`src/rtl/sipo_deser.sv`:
```
// ============================================================================
// Module  : sipo_deser
// Brief   : MSB-first serial-in parallel-out deserializer with a valid/ready
//           output register and a sticky overrun flag. Define SIPO_PARITY_EN
//           to expect a trailing even-parity bit per frame (adds parity_err).
// Revision: 1.0 - initial release
// ============================================================================
`default_nettype none

module sipo_deser #(
  parameter int WIDTH = 4
) (
  input  logic                       clk,
  input  logic                       rst,
  input  logic                       si,
  input  logic                       si_valid,
  input  logic                       sync,
  output logic [WIDTH-1:0]           po,
  output logic                       po_valid,
  input  logic                       po_ready,
  output logic                       overrun,
`ifdef SIPO_PARITY_EN
  output logic                       parity_err,
`endif
  output logic [$clog2(WIDTH+1)-1:0] bit_cnt
);

  localparam int c_CW = $clog2(WIDTH + 1);
`ifdef SIPO_PARITY_EN
  localparam int c_FRAME = WIDTH + 1;
  localparam int c_SHW   = WIDTH;
`else
  localparam int c_FRAME = WIDTH;
  localparam int c_SHW   = WIDTH - 1;
`endif
  localparam logic [c_CW-1:0] c_LAST = c_CW'(c_FRAME - 1);

  localparam logic [0:0] c_S_EMPTY = 1'b0;
  localparam logic [0:0] c_S_FULL  = 1'b1;

  logic [c_SHW-1:0] r_sh;
  logic [c_CW-1:0]  r_cnt;
  logic [0:0]       r_state;
  logic [0:0]       w_state_nxt;
  logic [WIDTH-1:0] r_po;
  logic             r_ov;
  logic             w_done;
  logic             w_load;
  logic             w_ovr_set;
  logic [WIDTH-1:0] w_word;

  // The shift register holds only the bits that precede the final one, so the
  // completing bit is spliced in directly from si.
  assign w_done = si_valid && !sync && (r_cnt == c_LAST);

`ifdef SIPO_PARITY_EN
  logic r_perr;
  logic w_perr;
  assign w_word     = r_sh;
  assign w_perr     = ^{r_sh, si};
  assign parity_err = r_perr;
`else
  assign w_word = {r_sh, si};
`endif

  // Bit collector
  always_ff @(posedge clk) begin
    if (rst) begin
      r_sh  <= '0;
      r_cnt <= '0;
    end else if (sync) begin
      r_sh  <= si_valid ? c_SHW'(si) : '0;
      r_cnt <= si_valid ? c_CW'(1) : '0;
    end else if (si_valid) begin
      r_sh  <= c_SHW'({r_sh, si});
      r_cnt <= w_done ? '0 : r_cnt + c_CW'(1);
    end
  end

  // Output FSM: state register
  always_ff @(posedge clk) begin
    if (rst) begin
      r_state <= c_S_EMPTY;
    end else begin
      r_state <= w_state_nxt;
    end
  end

  // Output FSM: next state
  always_comb begin
    w_state_nxt = r_state;
    case (r_state)
      c_S_EMPTY: if (w_done) w_state_nxt = c_S_FULL;
      c_S_FULL:  if (po_ready && !w_done) w_state_nxt = c_S_EMPTY;
      default:   w_state_nxt = c_S_EMPTY;
    endcase
  end

  // Output FSM: actions. A word completing into a held, unaccepted slot is lost.
  always_comb begin
    w_load    = 1'b0;
    w_ovr_set = 1'b0;
    case (r_state)
      c_S_EMPTY: w_load = w_done;
      c_S_FULL: begin
        w_load    = w_done && po_ready;
        w_ovr_set = w_done && !po_ready;
      end
      default: ;
    endcase
  end

  always_ff @(posedge clk) begin
    if (rst) begin
      r_po <= '0;
      r_ov <= 1'b0;
    end else begin
      if (w_load)    r_po <= w_word;
      if (w_ovr_set) r_ov <= 1'b1;
    end
  end

`ifdef SIPO_PARITY_EN
  always_ff @(posedge clk) begin
    if (rst) begin
      r_perr <= 1'b0;
    end else if (w_load) begin
      r_perr <= w_perr;
    end
  end
`endif

  assign po       = r_po;
  assign po_valid = (r_state == c_S_FULL);
  assign overrun  = r_ov;
  assign bit_cnt  = r_cnt;

endmodule

`default_nettype wire

```
`config.mk`:
```
export PLATFORM = sky130hd
export DESIGN_NAME = sipo_deser
export DESIGN_NICKNAME = d
export VERILOG_FILES = /design/src/rtl/sipo_deser.sv
export SDC_FILE = /design/constraint.sdc
export NUM_CORES = 1
export LEC_CHECK = 0
export CELL_PAD_IN_SITES_DETAIL_PLACEMENT = 0
export CELL_PAD_IN_SITES_GLOBAL_PLACEMENT = 2
export CORE_MARGIN = 2
export CORE_UTILIZATION = 27
export CTS_CLUSTER_DIAMETER = 60
export DETAILED_ROUTE_END_ITERATION = 12
export PLACE_DENSITY = 0.86
export SLEW_MARGIN = 40
export SYNTH_ARGS = -nofsm -noshare
export SYNTH_HDL_FRONTEND = slang
export SYNTH_SLANG_ARGS = --single-unit
```
`constraint.sdc`:
```
create_clock -name clk -period 2.45 [get_ports clk]
set_input_delay 0.6125 -clock clk [delete_from_list [all_inputs] [get_ports clk]]
set_output_delay 0.6125 -clock clk [all_outputs]
set_load 0.1 [all_outputs]
```
# After elaboration in Yosys (flattened, before gate mapping)
# Index checks and enable logic that the tools add are counted.
[totals] input_bits=6 ff_bits=12
[op_classes] eq_ne=1 n_bitwise=1 reduce_logical=9 n_addsub=1 mux=12
[ops] op="3-bit 2-to-1 mux" count=5
[ops] op="1-bit logical AND" count=5
[ops] op="1-bit 2-to-1 mux" count=5
[ops] op="1-bit one-hot mux with 2 select lines" count=2
[ops] op="3-bit by 1-bit adder with 3-bit output (second input constant)" count=1
[ops] op="3-bit by 2-bit equality test with 1-bit output (second input constant)" count=1
[ops] op="1-bit zero test" count=3
[ops] op="2-bit nonzero test" count=1
[ops] op="1-bit NOT" count=1

# Depth between registers and ports, before layout
# Gate-level depths: netlist of run 1.
[logic_depth] word_depth=7 mapped_depth=4

# Least setup slack after synthesis of run 1
# OpenSTA, ideal clock, no wires.
[synth_path] path_kind="register to register" from="register r_cnt[0], in the netlist bit_cnt[0]" to="register r_po[0], in the netlist po[0]" path_slack_ns=0.598 arrival_ns=1.720 setup_ns=0.132 path_buffers=0 stages_incl_launch_ff=5 t_required_ns=2.318 period_less_slack_ns=1.852 path_cell_list="dfxtp_1 > ha_1 > nand4bb_1 > o21ai_0 > a21oi_1"
[synth_via] elab_chain_len=4
[synth_rtl] element="start: declaration" line_no="42" rtl="logic [c_CW-1:0] r_cnt;"
[synth_rtl] element="start signal: assignment" line_no="73" rtl="r_cnt <= si_valid ? c_CW'(1) : '0;"
[synth_rtl] element="start signal: assignment" line_no="76" rtl="r_cnt <= w_done ? '0 : r_cnt + c_CW'(1);"
[synth_rtl] element="3-bit by 2-bit equality test with 1-bit output (*)" line_no="54" rtl="assign w_done = si_valid && !sync && (r_cnt == c_LAST);"
[synth_rtl] element="1-bit logical AND (*)" line_no="54"
[synth_rtl] element="1-bit logical AND" line_no="106" rtl="w_load = w_done && po_ready;"
[synth_rtl] element="1-bit one-hot mux with 2 select lines (*)" line_no="103" rtl="case (r_state)"
[synth_rtl] element="end signal: assignment" line_no="118" rtl="if (w_load) r_po <= w_word;"
[synth_rtl] element="end: declaration" line_no="45" rtl="logic [WIDTH-1:0] r_po;"
# Every way passes the cells marked *; elsewhere a longest branch is shown, timed or not.
# A chain may end at the register's enable or synchronous reset.

# Final worst setup path of run 1
[layout_path] from="input port si_valid" to="register r_po[1], in the netlist po[1]"
[layout_via] elab_chain_len=4
[layout_rtl] element="start: declaration" line_no="16" rtl="input logic si_valid,"
[layout_rtl] element="1-bit logical AND (*) (2 in a row)" line_no="54"
[layout_rtl] element="1-bit logical AND" line_no="106"
[layout_rtl] element="1-bit one-hot mux with 2 select lines (*)" line_no="103"
# Marked as above.

==> flow_metrics.py, run 1 <==
metrics = {
    "outcome": {
        "status": "completed",
    },
    "finish": {
        "n_fill_cell": 185,
        "utilization_pct": 38.8,
        "layout_commonest_cell": "dfxtp_1",
        "nets": 77,
        "final_cell_mix": "12 x dfxtp_1, 9 x buf_4, 8 x a21oi_1, 5 x o21ai_0, 5 x clkdlybuf4s50_1",
        "final_layout_size_suffix_gt1_share_pct": 20.3,
        "diodes": 0,
        "syn2layout_area_growth_pct": 35.5,
    },
    "setup_path": {
        "crit_required_ns": 2.59,
        "timing.rr.end": "po[1]$_SDFFE_PP0P_",
        "crit_path_start": "si_valid",
        "worstPathArrival_ns": 1.88,
        "rrSetupSlack_ns": 1.15,
        "rr_worst_depth": 4,
        "worstReg2RegStart": "bit_cnt[0]$_SDFFE_PP0P_",
        "crit_end": "po[1]$_SDFFE_PP0P_",
        "worstSetupEndpointType": "register",
        "path_max_fanout": 11,
        "critPathKind": "primary input to register",
        "cp-start-kind": "primary input",
    },
    "sta": {
        "setup_viol": 0,
        "period_share_pct": 70.8,
        "fin_skew_ns": 0.00575,
        "max_slew_margin_pct": 72.7,
        "drv_slew": 0,
        "tightest_slew_ns": 0.409,
        "rsz0062_at_grt": "false",
        "period_needed_ns": 1.74,
        "hold_viol": 0,
        "setup_tns_ns": 0,
        "timing.fmax_mhz": 576,
    },
    "min_path": {
        "hp-class": "register to register",
    },
    "yosys": {
        "mappedNetlistArea_um2": 489,
        "synth_nets": 60,
        "syn_avg_cell_area_um2": 9.23,
        "netlist_instances": 53,
        "ys_seq_area_share_pct": 49.1,
        "synth_cell_types": 20,
        "yosys_warnings": 0,
        "ys_ff_latch": 12,
    },
    "global_route": {
        "grt_antenna_before_repair": 0,
        "grt_busiest_layer": "met2",
        "grt_max_degree": 13,
        "grt.overflow.total": 0,
        "met3_usage_pct": 4.71,
        "grt_pass1_vias": 346,
        "grt_pass1_wl_mm": 1.51,
        "grt_use_total_pct": 10.8,
        "use_met1_pct": 12.1,
        "use_met2_pct": 15.0,
    },
    "clock_tree": {
        "cts_max_level": 1,
        "insertion_delay_ns": 0.27,
        "holdBufCountCts": 0,
        "cts.sinks": 12,
        "cts_tree": "yes",
        "cts_max_path_buffers": 2,
        "cts_resized": 0,
        "clkSlewWorstSetupHoldPaths_ns": 0.07,
        "ctsRootBufferMaster": "clkbuf_4",
        "cts-buffers-inserted": 3,
        "cts_setup_buffers": 0,
    },
    "die": {
        "coreArea_mm2": 0.00171,
        "die_h_um": 46.6,
        "die_x_um": 46.6,
        "start_util_pct": 28.6,
        "ios": 15,
        "placementRows": 15,
        "dieArea_mm2": 0.00217,
    },
    "placed_design": {
        "dp_hpwl_um": 735,
        "numPortBuffers": 14,
        "gp_congestion": 0.676,
    },
    "job": {
        "cap_violations": 0,
    },
    "route": {
        "first_pass_iters": 4,
        "num_vias": 446,
        "antenna_left": 0,
        "vias_per_cell": 4.74,
        "drc": 0,
        "first_iter_violations": 14,
        "drt-total-wl_um": 999,
        "avgRoutedWirePerCell_um": 10.6,
    },
    "pwr": {
        "fin_total_pwr_uw": 395,
        "power_density_mw_per_mm2": 596,
        "ir_drop_mv": 0.237,
        "p_leak_uw": 0.000255,
    },
}
[flip-flops by register name, summed over array words and instances, names as in the netlist]
| register | count |
|---|---|
| bit_cnt | 3 |
| overrun | 1 |
| po | 4 |
| po_valid | 1 |
| r_sh | 3 |
[where the power goes]
group	total [uW]	internal [uW]	switching, uW
sequential	200	198	2.46
combinational	38.5	14.5	24.0
clock	157	90.3	66.6
total	395	302	93.0
[layout make-up]
class                      count  area (um2)  area share [%]
clock buffer                   4        36.3            5.47
inverter                       1        3.75           0.566
multi-input combinational     38         234            35.3
sequential                    12         240            36.2
tap                           25        31.3            4.72
timing repair buffer          14         118            17.7
[routing by layer]
metal	part of all wire, %	wire (um)
met5	0	0
met4	4.4	44
met3	5.3	53
met2	43	430
met1	47	471
[synth_stat cells]
master | count | area, um2
nand2b_1 | 3 | 18.8
a31oi_1 | 1 | 6.26
buf_4 | 1 | 7.51
nand3b_1 | 1 | 7.51
and3_1 | 1 | 6.26
ha_1 | 1 | 12.5
nand4bb_1 | 1 | 11.3
and4bb_4 | 1 | 16.3
nor2_1 | 3 | 11.3
mux2i_1 | 2 | 20.0
nor2b_1 | 2 | 12.5
o21ai_0 | 5 | 25.0
a21oi_1 | 8 | 40.0
nand3_1 | 4 | 20.0
dfxtp_1 | 12 | 240
nor3_1 | 3 | 15.0
nor3b_1 | 1 | 7.51
nand2_1 | 1 | 3.75
clkbuf_1 | 1 | 3.75
inv_1 | 1 | 3.75
[per-stage QoR]
step	worst slack, ns	area [um2]	hold WS [ns]	instances
2_1_floorplan	0.598	489	0.443	53
3_3_place_gp	0.432	627	0.454	90
3_5_place_dp	0.443	627	0.472	90
4_1_cts	0.722	663	0.485	94
5_1_grt	0.581	663	0.514	94
6_report	0.714	663	0.480	94
[logic make-up (layout without fill, tap and decap cells)]
family,count (synthesis),count (layout),share of synthesized area [%]
mux,2,2,4.09
flops,12,12,49.1
fa+ha+maj,1,1,2.56
compound gates,14,14,14.6
simple gates,21,21,26.6
buf+inv,3,19,3.07
[worst max-delay path: stages]
cell and delay, ns:
clkdlybuf4s50_1 0.69, nand4bb_1 0.25, o21ai_0 0.24, a21oi_1 0.09
[worst min path at each step]
stage / start / to / cells past startpoint
detailed placement: po[0]$_SDFFE_PP0P_ / po[0]$_SDFFE_PP0P_ / 2
global placement: overrun$_SDFFE_PP0P_ / overrun$_SDFFE_PP0P_ / 2
CTS: po[0]$_SDFFE_PP0P_ / po[0]$_SDFFE_PP0P_ / 2
floorplan: r_sh[2]$_SDFFE_PP0P_ / po[3]$_SDFFE_PP0P_ / 2
finish: overrun$_SDFFE_PP0P_ / overrun$_SDFFE_PP0P_ / 2
global route: po[1]$_SDFFE_PP0P_ / po[1]$_SDFFE_PP0P_ / 2
Power figures use the tool's default switching activity.
==> run 2, diff against run 1 <==
--- a/config.mk
+++ b/config.mk
@@ -8,10 +8,10 @@
 export CELL_PAD_IN_SITES_DETAIL_PLACEMENT = 0
 export CELL_PAD_IN_SITES_GLOBAL_PLACEMENT = 2
 export CORE_MARGIN = 2
-export CORE_UTILIZATION = 27
+export CORE_UTILIZATION = 22
 export CTS_CLUSTER_DIAMETER = 60
 export DETAILED_ROUTE_END_ITERATION = 12
-export PLACE_DENSITY = 0.86
+export PLACE_DENSITY = 0.77
 export SLEW_MARGIN = 40
 export SYNTH_ARGS = -nofsm -noshare
 export SYNTH_HDL_FRONTEND = slang
==> constraint.sdc (replaced) <==
create_clock -name clk -period 1.55 [get_ports clk]
set_input_delay 0.3875 -clock clk [delete_from_list [all_inputs] [get_ports clk]]
set_output_delay 0.3875 -clock clk [all_outputs]
set_load 0.1 [all_outputs]
==> run 2 against run 1 <==
  * Cell area up 24%
  * Hold slack worse by 0.0023 ns
  * Clock power up 65%
  * Sequential share of layout area down 6.4 points
  * Final cell count up 8.5%
  * Largest power group unchanged
==> flow_metrics.py, run 2 (same netlist as run 1, synthesis figures left out) <==
metrics = {
    "placed_design": {
        "place_area_um2": 786,
        "gp_congestion": 0.737,
        "dp_hpwl_um": 881,
        "numPortBuffers": 14,
        "place_inst": 98,
    },
    "clock_tree": {
        "cts.sinks": 12,
        "cts-buffers-inserted": 3,
        "insertion_delay_ns": 0.28,
        "holdBufCountCts": 0,
        "cts_tree": "yes",
        "cts_setup_buffers": 0,
        "cts_max_path_buffers": 2,
        "cts_max_level": 1,
        "clkSlewWorstSetupHoldPaths_ns": 0.08,
        "cts_resized": 0,
        "ctsRootBufferMaster": "clkbuf_4",
    },
    "setup_path": {
        "cp-start-kind": "primary input",
        "worstPathArrival_ns": 1.47,
        "worstSetupEndpointType": "register",
        "critPathKind": "primary input to register",
        "path_max_fanout": 5,
        "crit_required_ns": 1.72,
    },
    "finish": {
        "final_cell_mix": "9 x buf_12, 8 x a21oi_1, 8 x dfxtp_1",
        "final_cell_area_um2": 822,
        "utilization_pct": 38.3,
        "diodes": 0,
        "layout_commonest_cell": "buf_12",
        "largest_reg_flops": 4,
        "n_fill_cell": 218,
        "syn2layout_area_growth_pct": 68.0,
        "nets": 82,
        "final_layout_size_suffix_gt1_share_pct": 31.1,
        "fin_cells": 102,
    },
    "sta": {
        "rsz0062_at_grt": "false",
        "period_share_pct": 84.0,
        "drv_slew": 0,
        "setup_viol": 0,
        "hold_viol": 0,
        "timing.fmax_mhz": 768,
        "period_needed_ns": 1.30,
        "fin_skew_ns": 0.00774,
        "tightest_slew_ns": 0.306,
        "setup_tns_ns": 0,
        "max_slew_margin_pct": 79.6,
    },
    "die": {
        "coreArea_mm2": 0.00215,
        "dieArea_mm2": 0.00262,
        "start_util_pct": 22.8,
        "die_h_um": 51.2,
        "placementRows": 17,
        "die_x_um": 51.2,
        "ios": 15,
    },
    "route": {
        "first_pass_iters": 4,
        "vias_per_cell": 4.38,
        "num_vias": 447,
        "first_iter_violations": 6,
        "antenna_left": 0,
        "avgRoutedWirePerCell_um": 10.9,
        "drc": 0,
        "drt-total-wl_mm": 1.11,
    },
    "global_route": {
        "grt.overflow.total": 0,
        "grt_antenna_before_repair": 0,
        "use_met1_pct": 11.1,
        "grt_max_degree": 10,
        "grt_use_total_pct": 10.8,
        "grt_busiest_layer": "met2",
        "grt_pass1_vias": 451,
        "met3_usage_pct": 2.05,
        "grt_pass1_wl_mm": 1.95,
        "use_met2_pct": 16.5,
    },
    "outcome": {
        "status": "completed",
    },
    "job": {
        "cap_violations": 0,
    },
    "pwr": {
        "p_leak_uw": 0.000306,
        "power_density_mw_per_mm2": 796,
        "fin_total_pwr_uw": 655,
        "ir_drop_mv": 0.242,
    },
    "min_path": {
        "hp-class": "register to register",
    },
}
[run 2: cell count changes in the layout (fill, tap and decap cells not counted)]
| cell | change |
|---|---|
| dfxtp_2 | +4 |
| dfxtp_1 | -4 |
| buf_12 | +9 |
| buf_4 | -4 |
[run 2: report_power, final]
part / internal (uW) / switching, uW / leakage (uW) / total (uW)
Clock: 143 / 116 / 0.0000210 / 259
Combinational: 37.6 / 40.5 / 0.000186 / 78.1
Sequential: 313 / 5.20 / 0.0000989 / 318
Total: 493 / 161 / 0.000306 / 655
[run 2: layer usage]
metal / wire length (um) / vias up
met5: 0 / -
met4: 63 / 0
met3: 31 / 5
met2: 525 / 11
met1: 491 / 201
li1: - / 230
[run 2: cell type report]
cell class,instances,area [um2],share of cell area [%]
timing repair buffer,19,268,32.6
sequential,12,245,29.8
multi-input combinational,38,234,28.5
clock buffer,4,36.3,4.41
tap,28,35.0,4.26
inverter,1,3.75,0.457
[run 2: per-stage QoR]
step	worst slack [ns]	hold slack, ns
floorplan	0.0514	0.443
global placement	0.00212	0.471
detailed placement	-0.0501	0.470
CTS	0.249	0.483
global route	0.139	0.514
finish	0.249	0.477
[run 2: path summary, 6_finish.rpt]
path                   endpoint                    start  slack, ns  cells after the start
max          po[2]$_SDFFE_PP0P_                     sync       0.25                      4
min reg2reg  po[3]$_SDFFE_PP0P_     r_sh[2]$_SDFFE_PP0P_       0.48                      2
max reg2reg  po[2]$_SDFFE_PP0P_  bit_cnt[0]$_SDFFE_PP0P_       0.29                      4
min          po[3]$_SDFFE_PP0P_     r_sh[2]$_SDFFE_PP0P_       0.48                      2
[run 2: worst max-delay path, stage by stage]
cell             delay (ns)
clkdlybuf4s50_1        0.46
nand4bb_1              0.30
o21ai_0                0.23
a21oi_1                0.08
